<file path="src/rtl/serial_tc_to_sm.sv">
// Bit-serial two's-complement to sign-magnitude decoder.
// Takes a W_IN-bit word LSB-first and returns a saturated W_OUT-bit sign-magnitude result.
module serial_tc_to_sm #(
    parameter int W_IN  = 8,
    parameter int W_OUT = 7
) (
    input  logic             clk,
    input  logic             rst_n,
    input  logic             start,
    input  logic             sdin,
    output logic             ready,
    output logic [W_OUT-1:0] dout,
    output logic             valid,
    output logic             ovf,
    output logic [1:0]       fsm_state
);

    // Handshake: start is sampled only on an edge where ready=1; valid is a
    // one-cycle pulse, and dout/ovf hold their value until the next pulse.

    typedef enum logic [1:0] {IDLE, SHIFT, CONV, DONE} state_t;

    localparam int CW = $clog2(W_IN + 1);
    localparam logic [W_IN:0] MAXM = (W_IN + 1)'((1 << (W_OUT - 1)) - 1);

    state_t          state;
    state_t          next_state;
    logic [W_IN-1:0] sreg;
    logic [CW-1:0]   cnt;
    logic            last_bit;

    logic [W_IN:0]    ext;
    logic [W_IN:0]    mag;
    logic             neg;
    logic             sat;
    logic [W_OUT-1:0] conv_dout;

    assign last_bit = (cnt == CW'(W_IN - 1));

    always_ff @(posedge clk or negedge rst_n) begin
        if (!rst_n) begin
            state <= IDLE;
        end else begin
            state <= next_state;
        end
    end

    always_comb begin
        next_state = state;
        case (state)
            IDLE:    if (start) next_state = SHIFT;
            SHIFT:   if (last_bit) next_state = CONV;
            CONV:    next_state = DONE;
            DONE:    next_state = IDLE;
            default: next_state = IDLE;
        endcase
    end

    always_comb begin
        ready     = (state == IDLE);
        fsm_state = state;
    end

    // Magnitude uses one extra bit so the most negative input does not wrap.
    always_comb begin
        neg = sreg[W_IN-1];
        ext = {sreg[W_IN-1], sreg};
        mag = neg ? -ext : ext;
        sat = (mag > MAXM);
        if (sat) begin
            conv_dout = {neg, {(W_OUT - 1){1'b1}}};
        end else begin
            conv_dout = {neg, mag[W_OUT-2:0]};
        end
    end

    always_ff @(posedge clk or negedge rst_n) begin
        if (!rst_n) begin
            sreg  <= '0;
            cnt   <= '0;
            dout  <= '0;
            ovf   <= 1'b0;
            valid <= 1'b0;
        end else begin
            valid <= (state == CONV);
            case (state)
                IDLE: begin
                    if (start) begin
                        sreg <= {{(W_IN - 1){1'b0}}, sdin};
                        cnt  <= CW'(1);
                    end
                end
                SHIFT: begin
                    sreg[cnt] <= sdin;
                    cnt       <= cnt + CW'(1);
                end
                CONV: begin
                    dout <= conv_dout;
                    ovf  <= sat;
                    cnt  <= '0;
                end
                default: ;
            endcase
        end
    end

endmodule

</file>
<file path="config.mk">
export PLATFORM = sky130hd
export DESIGN_NAME = serial_tc_to_sm
export DESIGN_NICKNAME = d
export VERILOG_FILES = /design/src/rtl/serial_tc_to_sm.sv
export SDC_FILE = /design/constraint.sdc
export NUM_CORES = 1
export LEC_CHECK = 0
export ABC_CLOCK_PERIOD_IN_PS = 1500
export BUFFER_PORTS_ARGS = -buffer_cell sky130_fd_sc_hd__buf_2
export CORE_ASPECT_RATIO = 1.4
export CORE_MARGIN = 3
export CORE_UTILIZATION = 45
export DETAILED_ROUTE_END_ITERATION = 10
export PLACE_DENSITY = 0.68
export SETUP_SLACK_MARGIN = 0.2
export SLEW_MARGIN = 20
export SYNTH_ARGS = -nofsm -noshare
export SYNTH_HDL_FRONTEND = slang
export SYNTH_SLANG_ARGS = --single-unit
</file>
<file path="constraint.sdc">
create_clock -name clk -period 1.5 [get_ports clk]
set_input_delay 0.45 -clock clk [delete_from_list [all_inputs] [get_ports clk]]
set_output_delay 0.45 -clock clk [all_outputs]
set_load 0.02 [all_outputs]
</file>
### Yosys cells after proc, flatten, opt, wreduce, memory -nomap -nowiden

Cells that the tools add are included.

| storage, ports and cells | value |
|---|---|
| register bits after elaboration | 23 |
| latch bits | 0 |
| bits in writable memories | 0 |
| memory bits (read-only) | 0 |
| bits of input ports | 4 |
| output and inout port bits | 12 |
| word-level logic and storage cells | 36 |
| memories | 0 |

| cells by class | value |
|---|---|
| add/subtract/negate cells | 2 |
| multiply operators | 0 |
| divide/modulo/power cells | 0 |
| order comparisons | 3 |
| equality and inequality tests | 6 |
| shift operators | 0 |
| muxes and demuxes | 12 |
| bitwise operators | 0 |
| reductions and logical operators | 7 |

Operators by type and width:

| cell | count |
|---|---|
| $pmux W8 S2 | 1 |
| $pmux W4 S3 | 1 |
| $gt A9 B6 Y1 const B | 1 |
| $mux W9 | 1 |
| $neg A9 Y9 | 1 |
| $bwmux W8 | 1 |
| $mux W8 | 1 |
| $pmux W2 S4 | 1 |
| $mux W6 | 1 |
| $reduce_and A2 Y1 | 3 |
| $add A4 B1 Y4 const B | 1 |
| $eq A2 B2 Y1 const B | 2 |
| $eq A4 B3 Y1 const B | 1 |
| $ge A4 B1 Y1 const B | 1 |
| $lt A4 B4 Y1 const B | 1 |
| $mux W2 | 2 |
| $mux W4 | 1 |
| $ne A2 B2 Y1 const B | 2 |
| $demux W1 S3 | 1 |
| $reduce_bool A3 Y1 | 1 |
| $eq A2 B1 Y1 const B | 1 |
| $logic_not A2 Y1 | 1 |
| $reduce_bool A2 Y1 | 1 |
| $logic_and A1 B1 Y1 | 1 |
| $mux W1 | 1 |

### Depth between registers and ports, before layout

Gate-level depths: netlist (run 1).

| depth | value |
|---|---|
| word-level depth | 6 |
| gate-level depth with buffers | 8 |

### Worst setup path before layout (run 1)

Ideal clock, no wire load.

| timing path | value |
|---|---|
| path kind | flip-flop to flip-flop |
| start | register state[0], in the netlist fsm_state[0] |
| end | register sreg[0] |
| arrival | 1.728 ns |
| data required time | 1.375 ns |
| slack | -0.353 ns |
| stages on the path, launching flop included | 6 |
| path buffers | 0 |
| path through | dfrtp_1 inv_1 ha_1 mux2i_1 a21oi_1 mux2_2 |

| on the way | value |
|---|---|
| word-level cells in the longest chain between the ends | 3 |
| elaborated cells between the ends (all ways) | 6 |
| those cells by class | 2 x eq/ne; 1 x mux; 3 x reduce/logical |

RTL lines:

| item | line | source |
|---|---|---|
| start: declaration | 26 | `state_t state;` |
| start signal: assignment | 44 | `state <= next_state;` |
| $logic_not A2 Y1 * | - |  |
| net ready | 11 | `output logic ready,` |
| $ne A2 B2 Y1 (no source line) or $reduce_bool A2 Y1 (tied branches) | - |  |
| $reduce_and A2 Y1 (no source line) | - |  |
| end signal: assignment | 89 | `sreg <= {{(W_IN - 1){1'b0}}, sdin};` |
| end signal: indexed assignment | 94 | `sreg[cnt] <= sdin;` |
| end: declaration | 28 | `logic [W_IN-1:0] sreg;` |

The timed path passes the listed nets; every way through them passes the cells marked *.
A chain may end at the register's enable or synchronous reset.

### Worst setup path in the final report (run 1)

| timing path | value |
|---|---|
| start | register state[1], in the netlist fsm_state[1] |
| end | output port ready |

| on the way | value |
|---|---|
| word-level cells in the longest chain between the ends | 1 |

RTL lines:

| item | line | source |
|---|---|---|
| $logic_not A2 Y1 | 60 | `ready = (state == IDLE);` |
| end: declaration | 11 |  |

Every way passes these cells.

==> flow_metrics.env, run 1 <==
export IMPL_layout_drive_gt1_share_pct=49.72
export IMPL_routedWlPerCell_um=15.33
export IMPL_fillers=188
export IMPL_cts_hold_buf=0
export IMPL_syn_area_per_cell_um2=9.611
export IMPL_muxShareOfSynthArea_pct=5.030
export IMPL_first_pass_iters=4
export IMPL_routed_wl_mm=3.326
export IMPL_clock_tree_buffer_depth=2
export IMPL_clock_latency_ps=320
export IMPL_port_buffers=15
export IMPL_use_met2_pct=36.60
export IMPL_ys_top_cells_by_area="dfrtp_1 45%, ha_1 6.9%, o21ai_0 5.9%, nor2_1 4.1%, a31oi_1 3.0%"
export IMPL_cts_max_level=1
export IMPL_cp_data_required_time_ps=1050
export IMPL_placed_cells=189
export IMPL_area_growth_pct=52.76
export IMPL_overflow=0
export IMPL_power_density_nw_per_um2=2254
export IMPL_r2r_slack_ps=-20
export IMPL_final_cell_area_um2=1938
export IMPL_cts_sinks=23
export IMPL_utilization_pct=72.59
export IMPL_ys_ff_latch=23
export IMPL_final_common_cell="buf_4"
export IMPL_synth_ff_type="dfrtp_1"
export IMPL_clkTransAtPathRegs_ps=140
export IMPL_sw_frac_of_total_pct=41.95
export IMPL_netlist_area_leader_share_pct=45.36
export IMPL_netSwitchingPower_mw=1.832
export IMPL_status="complete, but fails checks"
export IMPL_fin_cells=217
export IMPL_die_h_um=68.83
export IMPL_yosys_area_share_simple_pct=15.29
export IMPL_die_area_um2=3501
export IMPL_num_rows=22
export IMPL_endpoint_kind="primary output"
export IMPL_gp_congestion=0.8155
export IMPL_cts_tree="done"
export IMPL_nNetsFinal=193
export IMPL_synth_nets=143
export IMPL_vdd_ir_drop_max_v=0.001861
export IMPL_timing_final_hold_violations=0
export IMPL_setup_slack_ps=-53.24
export IMPL_core_um2=2670
export IMPL_dp_hpwl_mm=2.021
export IMPL_leakagePower_nw=0.8661
export IMPL_synth_xor_area_share_pct=2.761
export IMPL_placed_area_um2=1510
export IMPL_io_pins=16
export IMPL_crit_type="register to primary output"
export IMPL_synth_edf_count=0
export IMPL_power_frac_seq_pct=24.0
export IMPL_numCtsBuffers=3
export IMPL_violations="negative setup slack"
export IMPL_grt_use_met1_pct=20.22
export IMPL_hp_class="primary input to asynchronous set/reset pin"
export IMPL_antenna_cells=0
export IMPL_clkPwrFrac_pct=6.9
export IMPL_total_power_mw=4.368
export IMPL_cellInternalPower_mw=2.535
export IMPL_path_max_fanout=2
export IMPL_crit_buf_inv=2
export IMPL_grt_pass1_wl_mm=4.885
export IMPL_crit_chain="inv_4 > ha_4 > buf_6"
export IMPL_cts_root_buf="clkbuf_4"
export IMPL_setup_viol=4
export IMPL_yosysSeqAreaShare_pct=45.36
export IMPL_post_route_period_util_pct=103.5
export IMPL_synth_area_um2=1269
export IMPL_register_area_um2=580.6
export IMPL_ys_warnings_count=0
export IMPL_start_kind="register"
export IMPL_final_max_slew_violation_count=0
export IMPL_antenna_left=0
export IMPL_critPathSlowestCell="dfrtp_2"
export IMPL_die_w_um=50.88
export IMPL_syn_inst=132
export IMPL_grt_setup_unrepaired="yes"
export IMPL_finalCriticalPeriod_ps=1553
export IMPL_via_per_inst=5.484
export IMPL_yosys_area_top_type="dfrtp_1"
export IMPL_max_stage_delay_ps=460
export IMPL_start_util_pct=47.52
export IMPL_tightest_slew_ps=514.2
export IMPL_drt_iter0_markers=17
export IMPL_grt_max_degree=24
export IMPL_grt_use_met3_pct=1.935
export IMPL_final_cell_mix="32 x buf_4, 19 x dfrtp_1, 14 x nor2_1, 14 x buf_6"
export IMPL_busiest_layer="met2"
export IMPL_fin_worst_skew_ps=13.48
export IMPL_antenna_found_initial=0
export IMPL_crit_family="flip-flops"
export IMPL_num_vias=1190
export IMPL_grt_usage_pct=18.70
export IMPL_cap_violations=0
export IMPL_synth_top_family_by_area="compound AO/OA/AOI/OAI gates"
export IMPL_synth_compound_area_share_pct=20.71
export IMPL_drc_errors=0
export IMPL_synth_distinct_cells=31
export IMPL_multiInputGateArea_um2=795.8
export IMPL_arrival_ps=1100
export IMPL_clock_fmax_mhz=643.8
export IMPL_combinationalPowerShare_pct=69.2
export IMPL_synth_fa_ha_area_share_pct=6.903
export IMPL_grt_pass1_vias=1106
export IMPL_relSlewSlack_pct=65.72
export IMPL_ys_async_sr_fraction_pct=100.0
[Yosys cell counts, types with 2 or more instances]
library cell,number
a21boi_0,4
a21oi_1,4
a31oi_1,6
clkbuf_1,5
dfrtp_1,23
ha_1,7
inv_1,7
mux2_2,3
mux2i_1,3
nand2_1,9
nand2b_1,5
nand4_1,2
nor2_1,14
nor2b_1,4
o21ai_0,15
o31a_1,2
o31ai_1,3
xnor2_1,2
xor2_1,2
[registers in the layout, indices dropped and copies added, names as in the netlist]
signal,flops
sreg,8
dout,7
cnt,4
fsm_state,2
ovf,1
valid,1
[per-layer routing]
layer,part of all wire (%),wire [um]
met1,38,1256
met2,57,1898
met3,2.9,96
met4,2.3,75
met5,0,0
[worst register-to-register path, delay by kind of cell (launching register included)]
| family | cells | cell delay, ps |
|---|---|---|
| DFF | 1 | 460 |
| muxes | 2 | 580 |
| adders and majority gates | 1 | 140 |
| AOI/OAI and AO/OA | 1 | 60 |
| buffers and inverters | 2 | 190 |
[repair_timing]
item                                    CTS  global route
endpoints found under the hold margin     0             0
pin swaps                                 5            10
resized for setup                        41            30
buffers inserted                         12            11
gates cloned                              0             1
endpoints found under the setup margin   33            34
[per-stage QoR]
step,hold WS (ps),TNS [ps],setup WS (ps)
after global placement,440.5,0,13.48
after global routing,95.43,-635.4,-88.36
final,72.07,-134.6,-53.24
after CTS,82.46,-98.08,-31.10
after detailed placement,444.1,-155.8,-31.08
after floorplan,154.4,0,0.2885
[area by class of cell]
cell class	count	area share, %
clock buffers	3	1.162
inverters	7	1.485
clock inverters	1	0.3873
multi-input cells	96	41.06
repair buffers	51	23.63
flip-flops and latches	23	29.95
well taps	36	2.324
[path summary, 6_finish.rpt]
check / start / endpoint / cells past startpoint
setup reg to reg: fsm_state[1] / sreg[0] / 6
hold reg to reg: cnt[1] / sreg[1] / 1
min in group clk: sdin / sreg[0] / 2
setup / recovery: fsm_state[1] / ready / 3
hold / removal: rst_n / ovf / 1
max in group asynchronous: rst_n / cnt[1] / 1
[cells by family after synthesis]
kind of cell               count (synthesis)
AOI/OAI and AO/OA                         40
and+or+nand+nor                           39
DFF                                       23
buffers and inverters                     13
adders and majority gates                  7
muxes                                      6
xor gates and xnor gates                   4
[power by group through the flow]
stage | Clock [mW] | Combinational [mW] | Sequential, mW
after floorplan | 0 | 1.20 | 1.18
after global placement | 0 | 1.86 | 1.02
after global routing | 0.328 | 3.25 | 1.07
after CTS | 0.302 | 2.47 | 1.04
final | 0.300 | 3.02 | 1.05
after detailed placement | 0 | 1.92 | 1.04
(Power assumes the default switching activity.)
==> inputs of run 2 (changes only) <==
--- a/config.mk
+++ b/config.mk
@@ -9,9 +9,9 @@
 export BUFFER_PORTS_ARGS = -buffer_cell sky130_fd_sc_hd__buf_2
 export CORE_ASPECT_RATIO = 1.4
 export CORE_MARGIN = 3
-export CORE_UTILIZATION = 45
+export CORE_UTILIZATION = 30
 export DETAILED_ROUTE_END_ITERATION = 10
-export PLACE_DENSITY = 0.68
+export PLACE_DENSITY = 0.49
 export SETUP_SLACK_MARGIN = 0.2
 export SLEW_MARGIN = 20
 export SYNTH_ARGS = -nofsm -noshare
==> run 2 against run 1 <==
The flow still finishes with violations (negative setup slack). Worst hold slack better by 76 ps. Critical path depth up 3. Highest routed layer unchanged. Count of clock-buffer cells in the layout up 1.
==> flow_metrics.env, run 2 (synthesis results as in run 1) <==
export IMPL_area_growth_pct=50.39
export IMPL_cap_violations=0
export IMPL_hp_class="primary input to asynchronous set/reset pin"
export IMPL_r2r_slack_ps=-20
export IMPL_layout_drive_gt1_share_pct=48.84
export IMPL_r2r_cells=6
export IMPL_die_w_um=60.96
export IMPL_violations="negative setup slack"
export IMPL_total_power_mw=4.228
export IMPL_top_register="sreg"
export IMPL_tightest_slew_ps=521.2
export IMPL_grt_pass1_vias=1142
export IMPL_fin_cells=215
export IMPL_fin_worst_skew_ps=2.124
export IMPL_clkPwrFrac_pct=9.3
export IMPL_first_pass_iters=4
export IMPL_antenna_found_initial=0
export IMPL_use_met2_pct=24.93
export IMPL_r2r_end="sreg[0]"
export IMPL_netSwitchingPower_mw=1.793
export IMPL_start_kind="register"
export IMPL_sw_frac_of_total_pct=42.40
export IMPL_r2r_start="fsm_state[1]"
export IMPL_clock_fmax_mhz=658.9
export IMPL_numCtsBuffers=3
export IMPL_cts_hold_buf=0
export IMPL_post_route_period_util_pct=101.2
export IMPL_cts_tree="done"
export IMPL_busiest_layer="met2"
export IMPL_crit_path_start="fsm_state[1]"
export IMPL_arrival_ps=1680
export IMPL_cellInternalPower_mw=2.436
export IMPL_final_cell_area_um2=1908
export IMPL_relSlewSlack_pct=65.25
export IMPL_die_area_um2=5056
export IMPL_cts_max_level=1
export IMPL_drt_iter0_markers=63
export IMPL_top_regs="sreg: 8 flops, dout: 7 flops, cnt: 4 flops"
export IMPL_dp_hpwl_mm=2.152
export IMPL_num_vias=1085
export IMPL_grt_pass1_wl_mm=5.071
export IMPL_final_max_slew_violation_count=0
export IMPL_routedWlPerCell_um=14.05
export IMPL_gp_congestion=0.8047
export IMPL_via_per_inst=5.047
export IMPL_path_max_fanout=4
export IMPL_antenna_cells=0
export IMPL_crit_type="register to register"
export IMPL_clock_latency_ps=270
export IMPL_final_cell_mix="19 x buf_4, 18 x dfrtp_1, 13 x nor2_1"
export IMPL_placed_area_um2=1529
export IMPL_routed_wl_mm=3.020
export IMPL_cts_sinks=23
export IMPL_power_density_nw_per_um2=2216
export IMPL_grt_setup_unrepaired="yes"
export IMPL_crit_end="sreg[0]"
export IMPL_die_h_um=82.95
export IMPL_endpoint_kind="register"
export IMPL_timing_final_hold_violations=0
export IMPL_setup_slack_ps=-17.74
export IMPL_grt_use_met3_pct=2.177
export IMPL_cts_root_buf="clkbuf_8"
export IMPL_grt_use_met1_pct=13.48
export IMPL_vdd_ir_drop_max_v=0.001403
export IMPL_setup_viol=1
export IMPL_power_frac_seq_pct=24.5
export IMPL_finalCriticalPeriod_ps=1518
export IMPL_num_rows=27
export IMPL_combinationalPowerShare_pct=66.3
export IMPL_grt_usage_pct=13.34
export IMPL_overflow=0
export IMPL_drc_errors=0
export IMPL_start_util_pct=31.56
export IMPL_io_pins=16
export IMPL_port_buffers=15
export IMPL_place_ws_ps=-24.95
export IMPL_clock_tree_buffer_depth=2
export IMPL_grt_max_degree=24
export IMPL_status="complete, but fails checks"
export IMPL_core_um2=4020
export IMPL_largest_reg_flops=8
export IMPL_final_common_cell="buf_4"
export IMPL_placed_cells=199
export IMPL_clkTransAtPathRegs_ps=80
export IMPL_leakagePower_nw=0.8181
export IMPL_nNetsFinal=184
export IMPL_cp_data_required_time_ps=1660
export IMPL_antenna_left=0
[run 2: final cells by class]
type | count | area, um^2
flip-flops and latches | 23 | 581.8
fillers | 365 | 2112
repair buffers | 42 | 339.1
clock buffers | 4 | 45.04
multi-input cells | 96 | 859.6
well taps | 43 | 53.80
inverters | 7 | 28.78
[run 2: critical path, stage by stage, from the launching register on]
cell,delay (ps)
dfrtp_2,430
inv_4,80
ha_4,150
buf_6,100
mux2i_4,280
a21oi_2,60
mux2_4,290
[run 2: metrics by stage]
stage	util (%)	setup TNS (ps)	hold slack, ps
finish	47.46	-17.74	148.5
CTS	44.23	-44.14	164.9
global route	47.46	-763.2	190.3
global placement	38.03	0	453.9
floorplan	-	0	154.4
detailed placement	38.03	-146.8	456.4
[run 2: routing by layer]
| layer | up-vias | part of all wire [%] |
|---|---|---|
| met1 | 523 | 38 |
| met2 | 12 | 58 |
| met5 | - | 0 |
| met4 | 0 | 2.2 |
| li1 | 546 | - |
| met3 | 4 | 1.8 |
[run 2: worst min-delay path by stage]
stage          startpoint  endpoint  slack (ps)
3_5_place_dp        rst_n   dout[1]         460
6_report            rst_n   dout[1]         150
4_1_cts             rst_n   dout[1]         160
2_1_floorplan       rst_n    cnt[0]         150
3_3_place_gp        rst_n       ovf         450
5_1_grt             rst_n   dout[1]         190
[run 2: what timing repair did]
action	in CTS	in global routing
setup buffers	9	3
pin swaps	12	10
endpoints found under the setup margin	23	24
gates resized for setup	41	24
hold endpoints to repair	0	0
[run 2: power groups by stage]
stage	Combinational, mW	Clock, mW	Sequential, mW
floorplan	1.20	0	1.18
global placement	1.91	0	1.03
detailed placement	1.93	0	1.04
CTS	2.53	0.401	1.02
global route	3.07	0.424	1.08
finish	2.80	0.391	1.03
==> inputs of run 3 (changes only) <==
--- a/config.mk
+++ b/config.mk
@@ -5,13 +5,14 @@
 export SDC_FILE = /design/constraint.sdc
 export NUM_CORES = 1
 export LEC_CHECK = 0
-export ABC_CLOCK_PERIOD_IN_PS = 1500
+export ABC_CLOCK_PERIOD_IN_PS = 1400
 export BUFFER_PORTS_ARGS = -buffer_cell sky130_fd_sc_hd__buf_2
 export CORE_ASPECT_RATIO = 1.4
 export CORE_MARGIN = 3
 export CORE_UTILIZATION = 30
 export DETAILED_ROUTE_END_ITERATION = 10
-export PLACE_DENSITY = 0.49
+export HOLD_SLACK_MARGIN = 0.06
+export PLACE_DENSITY = 0.48
 export SETUP_SLACK_MARGIN = 0.2
 export SLEW_MARGIN = 20
 export SYNTH_ARGS = -nofsm -noshare
==> constraint.sdc (replaced) <==
create_clock -name clk -period 1.4 [get_ports clk]
set_input_delay 0.42 -clock clk [delete_from_list [all_inputs] [get_ports clk]]
set_output_delay 0.42 -clock clk [all_outputs]
set_load 0.02 [all_outputs]
==> run 3 against run 2 <==
The run still ends with negative setup slack left. Sequential share of layout area is 2.8 points lower. Wire length is 10% higher. First-iteration DRC count is 33% lower. Sequential power is 11% higher.
==> flow_metrics.env, run 3 (synthesis results as in run 1) <==
export IMPL_start_kind="register"
export IMPL_final_cell_area_um2=2103
export IMPL_total_power_mw=4.946
export IMPL_critPathSlowestCell="dfrtp_2"
export IMPL_clock_fmax_mhz=656.9
export IMPL_fin_cells=234
export IMPL_power_density_nw_per_um2=2351
export IMPL_max_stage_delay_ps=460
export IMPL_port_buffers=15
export IMPL_grt_setup_unrepaired="yes"
export IMPL_clock_tree_buffer_depth=2
export IMPL_cts_sinks=23
export IMPL_top_regs="sreg: 8 flops, dout: 7 flops, cnt: 4 flops"
export IMPL_core_um2=4020
export IMPL_power_frac_seq_pct=23.0
export IMPL_clock_latency_ps=260
export IMPL_timing_final_hold_violations=0
export IMPL_finalCriticalPeriod_ps=1522
export IMPL_netSwitchingPower_mw=1.998
export IMPL_antenna_left=0
export IMPL_fin_worst_skew_ps=1.694
export IMPL_cp_data_required_time_ps=1550
export IMPL_crit_family="multiplexers"
export IMPL_r2r_cells=6
export IMPL_drc_errors=0
export IMPL_via_per_inst=5.150
export IMPL_crit_buf_inv=2
export IMPL_num_rows=27
export IMPL_top_register="sreg"
export IMPL_final_max_slew_violation_count=0
export IMPL_worst_path_stages=6
export IMPL_gp_congestion=0.6971
export IMPL_grt_usage_pct=13.96
export IMPL_relSlewSlack_pct=64.65
export IMPL_numCtsBuffers=3
export IMPL_layout_drive_gt1_share_pct=56.02
export IMPL_drt_iter0_markers=42
export IMPL_tightest_slew_ps=530.3
export IMPL_antenna_found_initial=0
export IMPL_die_w_um=60.96
export IMPL_utilization_pct=52.32
export IMPL_die_area_um2=5056
export IMPL_fillers=348
export IMPL_cellInternalPower_mw=2.948
export IMPL_violations="negative setup slack"
export IMPL_final_common_cell="buf_4"
export IMPL_hp_class="primary input to asynchronous set/reset pin"
export IMPL_clkTransAtPathRegs_ps=80
export IMPL_largest_reg_flops=8
export IMPL_antenna_cells=0
export IMPL_grt_pass1_wl_mm=5.375
export IMPL_combinationalPowerShare_pct=68.7
export IMPL_endpoint_kind="register"
export IMPL_num_vias=1205
export IMPL_dp_hpwl_mm=2.311
export IMPL_path_max_fanout=4
export IMPL_cts_root_buf="clkbuf_8"
export IMPL_cts_max_level=1
export IMPL_placed_cells=208
export IMPL_final_cell_mix="35 x buf_4, 23 x buf_6, 18 x dfrtp_1"
export IMPL_start_util_pct=31.56
export IMPL_routed_wl_mm=3.329
export IMPL_sw_frac_of_total_pct=40.39
export IMPL_nNetsFinal=203
export IMPL_cts_tree="done"
export IMPL_setup_viol=17
export IMPL_die_h_um=82.95
export IMPL_cap_violations=0
export IMPL_crit_type="register to register"
export IMPL_post_route_period_util_pct=108.7
export IMPL_placed_area_um2=1597
export IMPL_area_growth_pct=65.78
export IMPL_arrival_ps=1670
export IMPL_clkPwrFrac_pct=8.3
export IMPL_overflow=0
export IMPL_first_pass_iters=4
export IMPL_leakagePower_nw=0.9406
export IMPL_final_setup_tns_ps=-1199
export IMPL_status="complete, but fails checks"
export IMPL_io_pins=16
export IMPL_routedWlPerCell_um=14.23
export IMPL_grt_pass1_vias=1184
export IMPL_crit_chain="inv_4 > ha_4 > buf_6 > mux2i_4 > a21oi_2 > mux2_4"
export IMPL_grt_max_degree=24
export IMPL_vdd_ir_drop_max_v=0.001587
export IMPL_setup_slack_ps=-122.3
-- run 3: changes by cell type in the layout (fill, tap and decap cells not counted), sizes merged --
cell and delta:
buf +19, clkbuf -1, clkinv +1
-- run 3: final timing paths --
kind	from	endpoint	slack [ps]
setup / recovery	fsm_state[0]	sreg[0]	-120
max in group asynchronous	rst_n	fsm_state[1]	890
min in group clk	sdin	sreg[0]	480
hold reg to reg	ovf	ovf	540
setup reg to reg	fsm_state[0]	sreg[0]	-120
hold / removal	rst_n	dout[0]	130
-- run 3: stage by stage --
step	hold WS [ps]	setup slack, ps
2_1_floorplan	124.4	-99.71
3_3_place_gp	425.4	-83.12
3_5_place_dp	432.8	-150.8
4_1_cts	142.0	-120.8
5_1_grt	156.0	-208.7
6_report	126.7	-122.3
-- run 3: final cells by class --
cell class	count	area (um^2)	share of cell area [%]
Inverter	7	31.28	1.487
Timing Repair Buffer	61	536.8	25.52
Tap cell	43	53.80	2.558
Sequential cell	23	581.8	27.66
Clock buffer	3	41.29	1.963
Clock inverter	1	5.005	0.2380
Multi-Input combinational cell	96	853.3	40.57
-- run 3: metal layers --
layer / global-route usage (%) / up-vias / wire length [um] / share of wire (%)
met5: 0 / - / 0 / 0
met4: 3.550 / 0 / 27 / 0.81
met3: 1.866 / 2 / 60 / 1.8
met2: 27.95 / 21 / 2061 / 62
met1: 13.82 / 597 / 1180 / 35
li1: - / 585 / - / -
-- run 3: power by group through the flow --
| stage | clock [mW] | combinational, mW | sequential (mW) |
|---|---|---|---|
| after floorplan | 0 | 1.28 | 1.27 |
| after global placement | 0 | 2.19 | 1.08 |
| after detailed placement | 0 | 2.23 | 1.10 |
| after CTS | 0.429 | 3.13 | 1.13 |
| after global routing | 0.461 | 3.68 | 1.18 |
| final | 0.412 | 3.40 | 1.14 |
-- run 3: repair_timing --
item / CTS / global route
hold buffers: 0 / 0
resized for setup: 75 / 14
pin swaps: 22 / 8
buffers inserted: 16 / 6
setup endpoints to repair: 34 / 34
